**config.mk**
```make
export PLATFORM = sky130hd
export DESIGN_NAME = snake_dir_queue
export DESIGN_NICKNAME = d
export VERILOG_FILES = /design/src/rtl/snake_pkg.sv /design/src/rtl/dir_fifo.sv /design/src/rtl/snake_dir_queue.sv
export SDC_FILE = /design/constraint.sdc
export NUM_CORES = 1
export LEC_CHECK = 0
export CAP_MARGIN = 30
export CORE_MARGIN = 2
export CORE_UTILIZATION = 54
export DETAILED_ROUTE_END_ITERATION = 10
export GPL_TIMING_DRIVEN = 0
export PLACE_DENSITY = 0.88
export SLEW_MARGIN = 20
export SYNTH_ARGS = -nofsm -noshare
export SYNTH_HDL_FRONTEND = slang
export SYNTH_SLANG_ARGS = --single-unit
```
**constraint.sdc**
```tcl
create_clock -name clk -period 3.08 [get_ports clk]
set_input_delay 0.308 -clock clk [delete_from_list [all_inputs] [get_ports clk]]
set_output_delay 0.308 -clock clk [all_outputs]
set_load 0.005 [all_outputs]
```
**src/rtl/snake_pkg.sv**
```systemverilog
// Shared snake-game definitions: direction encodings and helpers used by
// the turn queue, movement and collision logic.
package snake_pkg;

  typedef enum logic [1:0] {
    DIR_UP    = 2'd0,
    DIR_RIGHT = 2'd1,
    DIR_DOWN  = 2'd2,
    DIR_LEFT  = 2'd3
  } dir_t;

  localparam dir_t DIR_RESET = DIR_RIGHT;

  // Flipping bit 1 gives the 180-degree reversal in this encoding.
  function automatic dir_t opposite(input dir_t d);
    return dir_t'(d ^ 2'b10);
  endfunction

endpackage

```
**src/rtl/dir_fifo.sv**
```systemverilog
// Small synchronous FIFO of pending turns; exposes both head (next to pop)
// and tail (newest) so the caller can validate against the latest request.
module dir_fifo
  import snake_pkg::*;
#(
  parameter  int unsigned DEPTH = 2,
  localparam int unsigned AW    = $clog2(DEPTH),
  localparam int unsigned CW    = AW + 1
) (
  input  logic          clk,
  input  logic          reset,
  input  logic          push,
  input  logic          pop,
  input  logic          clear,
  input  dir_t          din,
  output dir_t          head,
  output dir_t          tail,
  output logic [CW-1:0] count
);

  dir_t            r_mem [DEPTH];
  logic [AW-1:0]   r_wptr;
  logic [AW-1:0]   r_rptr;
  logic [CW-1:0]   r_count;

  logic            w_push;
  logic            w_pop;
  logic [AW-1:0]   w_wptr_nxt;
  logic [AW-1:0]   w_rptr_nxt;
  logic [AW-1:0]   w_tail_idx;

  always_comb begin
    w_push     = push && (r_count != CW'(DEPTH));
    w_pop      = pop && (r_count != '0);
    w_wptr_nxt = (r_wptr == AW'(DEPTH - 1)) ? '0 : r_wptr + 1'b1;
    w_rptr_nxt = (r_rptr == AW'(DEPTH - 1)) ? '0 : r_rptr + 1'b1;
    w_tail_idx = (r_wptr == '0) ? AW'(DEPTH - 1) : r_wptr - 1'b1;
  end

  always_ff @(posedge clk or posedge reset) begin
    if (reset) begin
      for (int unsigned i = 0; i < DEPTH; i++) begin
        r_mem[i] <= DIR_RESET;
      end
    end else if (w_push && !clear) begin
      r_mem[r_wptr] <= din;
    end
  end

  always_ff @(posedge clk or posedge reset) begin
    if (reset) begin
      r_wptr  <= '0;
      r_rptr  <= '0;
      r_count <= '0;
    end else if (clear) begin
      r_wptr  <= '0;
      r_rptr  <= '0;
      r_count <= '0;
    end else begin
      if (w_push) r_wptr <= w_wptr_nxt;
      if (w_pop)  r_rptr <= w_rptr_nxt;
      case ({w_push, w_pop})
        2'b10:   r_count <= r_count + 1'b1;
        2'b01:   r_count <= r_count - 1'b1;
        default: r_count <= r_count;
      endcase
    end
  end

  assign head  = r_mem[r_rptr];
  assign tail  = r_mem[w_tail_idx];
  assign count = r_count;

endmodule

```
**src/rtl/snake_dir_queue.sv**
```systemverilog
// Turn-command stage: edge-detects debounced direction buttons, rejects
// no-op and reversal requests, and queues valid turns for the game tick.
module snake_dir_queue
  import snake_pkg::*;
#(
  parameter  int unsigned DEPTH = 2,
  localparam int unsigned CW    = $clog2(DEPTH) + 1
) (
  input  logic          clk,
  input  logic          reset,
  input  logic          btn_up,
  input  logic          btn_right,
  input  logic          btn_down,
  input  logic          btn_left,
  input  logic          tick,
  input  logic          clear,
  output logic [1:0]    dir,
  output logic          turned,
  output logic [CW-1:0] count,
  output logic          dropped
);

  logic [3:0]    r_prev;
  dir_t          r_dir;
  logic          r_turned;
  logic          r_dropped;

  logic [3:0]    w_btn;
  logic [3:0]    w_press;
  dir_t          w_sel;
  dir_t          w_ref;
  dir_t          w_head;
  dir_t          w_tail;
  logic [CW-1:0] w_count;
  logic          w_legal;
  logic          w_full;
  logic          w_push;
  logic          w_pop;
  logic          w_drop;

  always_comb begin
    w_btn   = {btn_left, btn_down, btn_right, btn_up};
    w_press = w_btn & ~r_prev;

    w_sel = DIR_UP;
    if      (w_press[0]) w_sel = DIR_UP;
    else if (w_press[1]) w_sel = DIR_RIGHT;
    else if (w_press[2]) w_sel = DIR_DOWN;
    else if (w_press[3]) w_sel = DIR_LEFT;

    // Validate against the newest queued turn so chained taps are judged
    // relative to where the snake will be heading, not where it is now.
    w_ref   = (w_count != '0) ? w_tail : r_dir;
    w_legal = (w_press != '0) && (w_sel != w_ref) && (w_sel != opposite(w_ref));
    w_full  = (w_count == CW'(DEPTH));

    w_push = w_legal && !w_full && !clear;
    w_drop = w_legal &&  w_full && !clear;
    w_pop  = tick && (w_count != '0) && !clear;
  end

  dir_fifo #(
    .DEPTH (DEPTH)
  ) u_fifo (
    .clk   (clk),
    .reset (reset),
    .push  (w_push),
    .pop   (w_pop),
    .clear (clear),
    .din   (w_sel),
    .head  (w_head),
    .tail  (w_tail),
    .count (w_count)
  );

  always_ff @(posedge clk or posedge reset) begin
    if (reset) begin
      r_prev    <= '0;
      r_dir     <= DIR_RESET;
      r_turned  <= 1'b0;
      r_dropped <= 1'b0;
    end else begin
      r_prev <= w_btn;
      if (clear) begin
        r_dir     <= DIR_RESET;
        r_turned  <= 1'b0;
        r_dropped <= 1'b0;
      end else begin
        r_turned  <= w_pop;
        r_dropped <= w_drop;
        if (w_pop) r_dir <= w_head;
      end
    end
  end

  assign dir     = r_dir;
  assign turned  = r_turned;
  assign count   = w_count;
  assign dropped = r_dropped;

endmodule

```
* Word-level counts from Yosys, hierarchy flattened
Cells that the tools add are included.
Cells by class: add/sub/neg operators 5, magnitude comparators 4, equal/unequal tests 6, muxes and demuxes 27, bitwise logic cells 6, reduce and logical (&&, ||, !) cells 20
Operator list (count):
- two-way mux 2 bit | 15
- logical AND 1 bit | 12
- two-way mux 1 bit | 9
- nonzero test 2 bit | 4
- greater-or-equal comparator 2 bit, second input constant | 3
- NOT 1 -> 2 bit | 3
- AND 4 bit | 1
- bitwise mux 4 bit | 1
- == test 2 bit, second input constant | 2
- inequality test 2 bit | 2
- NOT 4 bit | 1
- case mux 2 bit (2 select lines) | 1
- nonzero test 4 bit | 1
- nonzero test 3 bit | 1
- adder 1 bit, second input constant | 2
- adder 2 x 1 -> 2 bit, second input constant | 1
- demux 2 bit (select 1 bit) | 1
- == test 2 x 1 -> 1 bit, second input constant | 1
- logical NOT 1 bit | 2
- < comparator 2 x 1 -> 1 bit, second input constant | 1
- inequality test 2 bit, second input constant | 1
- subtractor 2 x 1 -> 2 bit, second input constant | 1
- NOT 1 bit | 1
- subtractor 1 bit, second input constant | 1
Word-level totals: flip-flop bits (word level) 16, input port bits 8, output and inout port bits 6

* Logic depth before layout (Yosys ltp)
depth after elaboration 16, mapped depth 6

* Hierarchy
From an unflattened synthesis, not the netlist that was laid out.
Unflattened totals: cells, all modules 70, area total of the unflattened synthesis 812.0 sq um
Modules (own cells, without submodules):
- dir_fifo | times used 1, cells each 37, area each 441.7 sq um, seq. area each 202.7 sq um
- snake_dir_queue | times used 1, cells each 33, area each 370.4 sq um, seq. area each 201.4 sq um

* Least setup slack after synthesis
Ideal clock, no wire load.
path type flip-flop to flip-flop, from register r_prev[0], to register u_fifo.r_mem[3] in the netlist's numbering, data arrival time 1.553 ns, data required time 2.955 ns, slack 1.402 ns, cell stages (with the launch flop) 6, path buffers 0, period minus slack after synthesis 1.678 ns, cells stage by stage dfrtp_1 -> or2b_2 -> a21boi_4 -> xnor2_4 -> and3_4 -> mux2_4
Between the ends: longest elaborated chain between the ends 10, elaborated cells between the ends (all ways) 13, classes of those cells 2 x eq/ne; 2 x mux; 2 x bitwise; 7 x reduce/logical
RTL lines:
- start, declared | RTL line snake_dir_queue.sv:23 | logic [3:0] r_prev;
- start signal, assigned | RTL line snake_dir_queue.sv:83 | r_prev <= w_btn;
- NOT 4 bit * | RTL line snake_dir_queue.sv:43 | w_press = w_btn & ~r_prev;
- AND 4 bit * | RTL line snake_dir_queue.sv:43
- two-way mux 2 bit | RTL line snake_dir_queue.sv:46 | if (w_press[0]) w_sel = DIR_UP;
- inequality test 2 bit | RTL line snake_dir_queue.sv:54 | w_legal = (w_press != '0) && (w_sel != w_ref) && (w_sel != opposite(w_ref));
- logical AND 1 bit (2 in a row) | RTL line snake_dir_queue.sv:54
- logical AND 1 bit (2 in a row) | RTL line snake_dir_queue.sv:57 | w_push = w_legal && !w_full && !clear;
- logical AND 1 bit | RTL line dir_fifo.sv:33 | w_push = push && (r_count != CW'(DEPTH));
- logical AND 1 bit | RTL line dir_fifo.sv:45 | end else if (w_push && !clear) begin
- end signal, assigned by index | RTL line dir_fifo.sv:46 | r_mem[r_wptr] <= din;
- end, declared | RTL line dir_fifo.sv:21 | dir_t r_mem [DEPTH];
Mark *: on every way between the ends. The rest lies on a longest branch, timed or not. A chain may end at the register's enable or synchronous reset.

* Worst setup path after layout
from input btn_up, to register u_fifo.r_mem[3] in the netlist's numbering
Between the ends: longest elaborated chain between the ends 9, elaborated cells between the ends (all ways) 12, classes of those cells 2 x eq/ne; 2 x mux; 1 x bitwise; 7 x reduce/logical
RTL lines:
- start, declared | RTL line snake_dir_queue.sv:11 | input logic btn_up,
- AND 4 bit * | RTL line snake_dir_queue.sv:43
- two-way mux 2 bit | RTL line snake_dir_queue.sv:46
- inequality test 2 bit | RTL line snake_dir_queue.sv:54
- logical AND 1 bit (2 in a row) | RTL line snake_dir_queue.sv:54
- logical AND 1 bit (2 in a row) | RTL line snake_dir_queue.sv:57
- logical AND 1 bit | RTL line dir_fifo.sv:33
- logical AND 1 bit | RTL line dir_fifo.sv:45
Marked as above.

==> impl_metrics.ini <==
[status]
run_status = completed

[clock_network]
htreeDepth = 1
clockRootBuffer = sky130_fd_sc_hd__clkbuf_4
tritoncts = done
cts_hold_buf = 0
clkSlewWorstSetupHoldPaths_ps = 90
clockBufferDepth = 2
clk_latency_ps = 290
cts-buffers-inserted = 3
post-cts-setup-buffers = 0
tritoncts_num_sinks = 16
post_cts_resized = 0

[final_layout]
mostFrequentLayoutCells = sky130_fd_sc_hd__dfrtp_1 (13), sky130_fd_sc_hd__clkdlybuf4s50_1 (12), sky130_fd_sc_hd__nor2_1 (7), sky130_fd_sc_hd__nor3_1 (4), sky130_fd_sc_hd__nand2_1 (4)
antennaDiodeCount = 0
post_route_cells_drive_above_1_share = 0.2471
area_growth_pct = 21.69
stdcell_count = 101
fillerInstances = 100
final_design_area_no_fill_sq_um = 989.7
finish.utilization = 0.6807
final_net_count = 94
layout.cells.most_common = sky130_fd_sc_hd__dfrtp_1

[detailed_routing]
final_antenna_violating_net_count = 0
routed_via_density = 5.634
num_vias = 569
wl_mm = 1.460
drt_iter0_drc = 11
drtPass1Iterations = 4
drcViolationCount = 0
avgRoutedWirePerCell_um = 14.46

[synth]
dominant_combinational_cell_family_by_area_after_synthesis = simple AND/OR/NAND/NOR gates
ys_seq_area_frac = 0.4969
post_synth_num_cell_types = 31
syn-mean-instance-area_sq_um = 11.79
mux_share_of_post_synthesis_cell_area = 0.1015
adder_and_majority_gate_portion_of_the_synthesized_area = 0
synth-compound-area-share = 0.1292
synth_fp_nets = 77
netlist_instances = 69
yosys_register_bits = 16
syn-cell-area_sq_um = 813.3
synth_simple_gate_area_frac = 0.2092
warnings_from_yosys = 0
yosys.area_share.xor_xnor = 0.04462

[flow_run]
timing.max_cap.violations = 0

[place]
i_o_buffers = 12
dp_worst_setup_slack_ps = 824.2
hpwlAfterDp_mm = 1.055
gp_congestion = 0.7483
placed_cells_incl_taps = 97
placedInstanceArea_sq_um = 953.4

[floorplan]
initial_core_util = 0.5594
io-pin-count = 14
core_area_sq_mm = 0.001454
rows = 14
die_h_um = 42.81
die_width_um = 42.81
fp.dieArea_sq_mm = 0.001833

[timing]
layout_worst_path_cycle_share = 0.6347
grt_setup_unrepaired = no
maxClockFrequency_ghz = 0.5115
fin_worst_hold_slack_ps = 383.2
setup_ws_ps = 1125
finalWorstPathRequiredPeriod_ps = 1955
final_hold_viol_count = 0
actual_slew_at_the_worst_max_slew_pin_ps = 606.4
timing.final.max_slew_violations = 0
finalClockSkew_ps = 0.4062
setup_total_negative_slack_ps = 0
setup_viol = 0
slew-limit-headroom = 0.5953

[global_route]
vias_in_the_first_global_route = 577
first_pass_grt_wire_length_mm = 2.615
grt_max_degree = 17
grt_overflow = 0
antenna_violations_before_repair = 0
tot_gr_track_use = 0.1918

[power]
design_power_total_uw = 794.3
irDropWorstVdd_uv = 450.1
cellLeakagePower_nw = 0.4264
power.density_cell_area_mw_per_mm2 = 802.6

[critical_path]
critical-path-slowest-cell = sky130_fd_sc_hd__clkdlybuf4s50_1
startpoint_type = primary input
cpPeakStageDelay_ps = 470
worstPathRequired_ps = 3260
cp-end-kind = flip-flop
crit_path_cell_trace = clkdlybuf4s50_1 > or2b_2 > a21boi_4 > xnor2_4 > and3_4 > mux2_4
cp_max_fo = 9
worstPathArrival_ps = 2140
critPathKind = primary input to flip-flop

[min_path]
hold_path.class = primary input to asynchronous set/reset pin
critical path: cells and delay by family:
family	cells	cell delay (ps)
and+or+nand+nor	2	600
buffers and inverters	1	470
xor gates and xnor gates	1	290
muxes	1	290
AOI/OAI and AO/OA	1	170
worst paths after layout:
check,startpoint,to,slack (ps),cells past startpoint
setup / recovery,btn_up,u_fifo.r_mem[3]$_DFFE_PP0P_,1130,6
hold / removal,reset,u_fifo.r_mem[3]$_DFFE_PP0P_,380,2
setup reg to reg,u_fifo.count[1]$_DFFE_PP0P_,u_fifo.r_mem[3]$_DFFE_PP0P_,1240,6
hold reg to reg,u_fifo.r_mem[1]$_DFFE_PP0P_,u_fifo.r_mem[1]$_DFFE_PP0P_,520,1
max in group asynchronous,reset,u_fifo.count[0]$_DFFE_PP0P_,2310,2
min in group clk,clear,turned$_DFF_PP0_,410,2
power breakdown:
group	leakage, nW	internal [mW]	switching, mW	total (mW)
logic	0.207	0.175	0.152	0.327
registers	0.199	0.274	0.0541	0.328
clock network	0.0210	0.0721	0.0670	0.139
total	0.426	0.521	0.273	0.794
flip-flops by register name, indices dropped and copies added, names as in the netlist:
signal	cells
u_fifo.r_mem	4
dropped	1
u_fifo.r_wptr	1
turned	1
u_fifo.r_rptr	1
dir	2
u_fifo.count	2
r_prev	4
kinds of logic after synthesis:
family | after synthesis
compound gates | 12
xor+xnor | 2
buf+inv | 4
flops | 16
mux | 7
simple gates | 28
area by class of cell:
class	instances	area, sq um	share of cell area
buffer	1	3.754	0.003793
clock buffer	4	36.28	0.03666
inverter	3	11.26	0.01138
multi-input combinational	49	394.1	0.3982
sequential	16	404.1	0.4083
tap	16	20.02	0.02023
timing repair buffer	12	120.1	0.1214
cells in the mapped netlist, drive strengths merged:
| library cell | count | area (sq um) |
|---|---|---|
| nor2 | 8 | 37.54 |
| nand2b | 5 | 48.80 |
| a21oi | 4 | 23.77 |
| a21boi | 1 | 18.77 |
| inv | 3 | 11.26 |
| o21ai | 1 | 5.000 |
| a211o | 2 | 17.52 |
| and3 | 2 | 17.52 |
| nor3 | 4 | 20.02 |
| nand3 | 2 | 10.01 |
| buf | 1 | 3.750 |
| or2b | 1 | 8.760 |
| a32oi | 1 | 8.760 |
| xnor2 | 1 | 27.53 |
| nor2b | 1 | 6.260 |
| a31oi | 1 | 6.260 |
| mux2 | 4 | 52.55 |
| nand2 | 4 | 15.01 |
| a2111oi | 1 | 15.01 |
| nand4 | 1 | 6.260 |
| dfrtp | 13 | 325.3 |
| xor2 | 1 | 8.760 |
| a311o | 1 | 10.01 |
| mux2i | 3 | 30.03 |
| dfstp | 3 | 78.83 |
per-layer routing:
layer  part of all wire  GRT usage
met2               0.50     0.3242
met1               0.45     0.2432
met5                  0          0
met3              0.038    0.02553
met4              0.015    0.08125
Note: power is estimated with default switching activity, not from simulation.
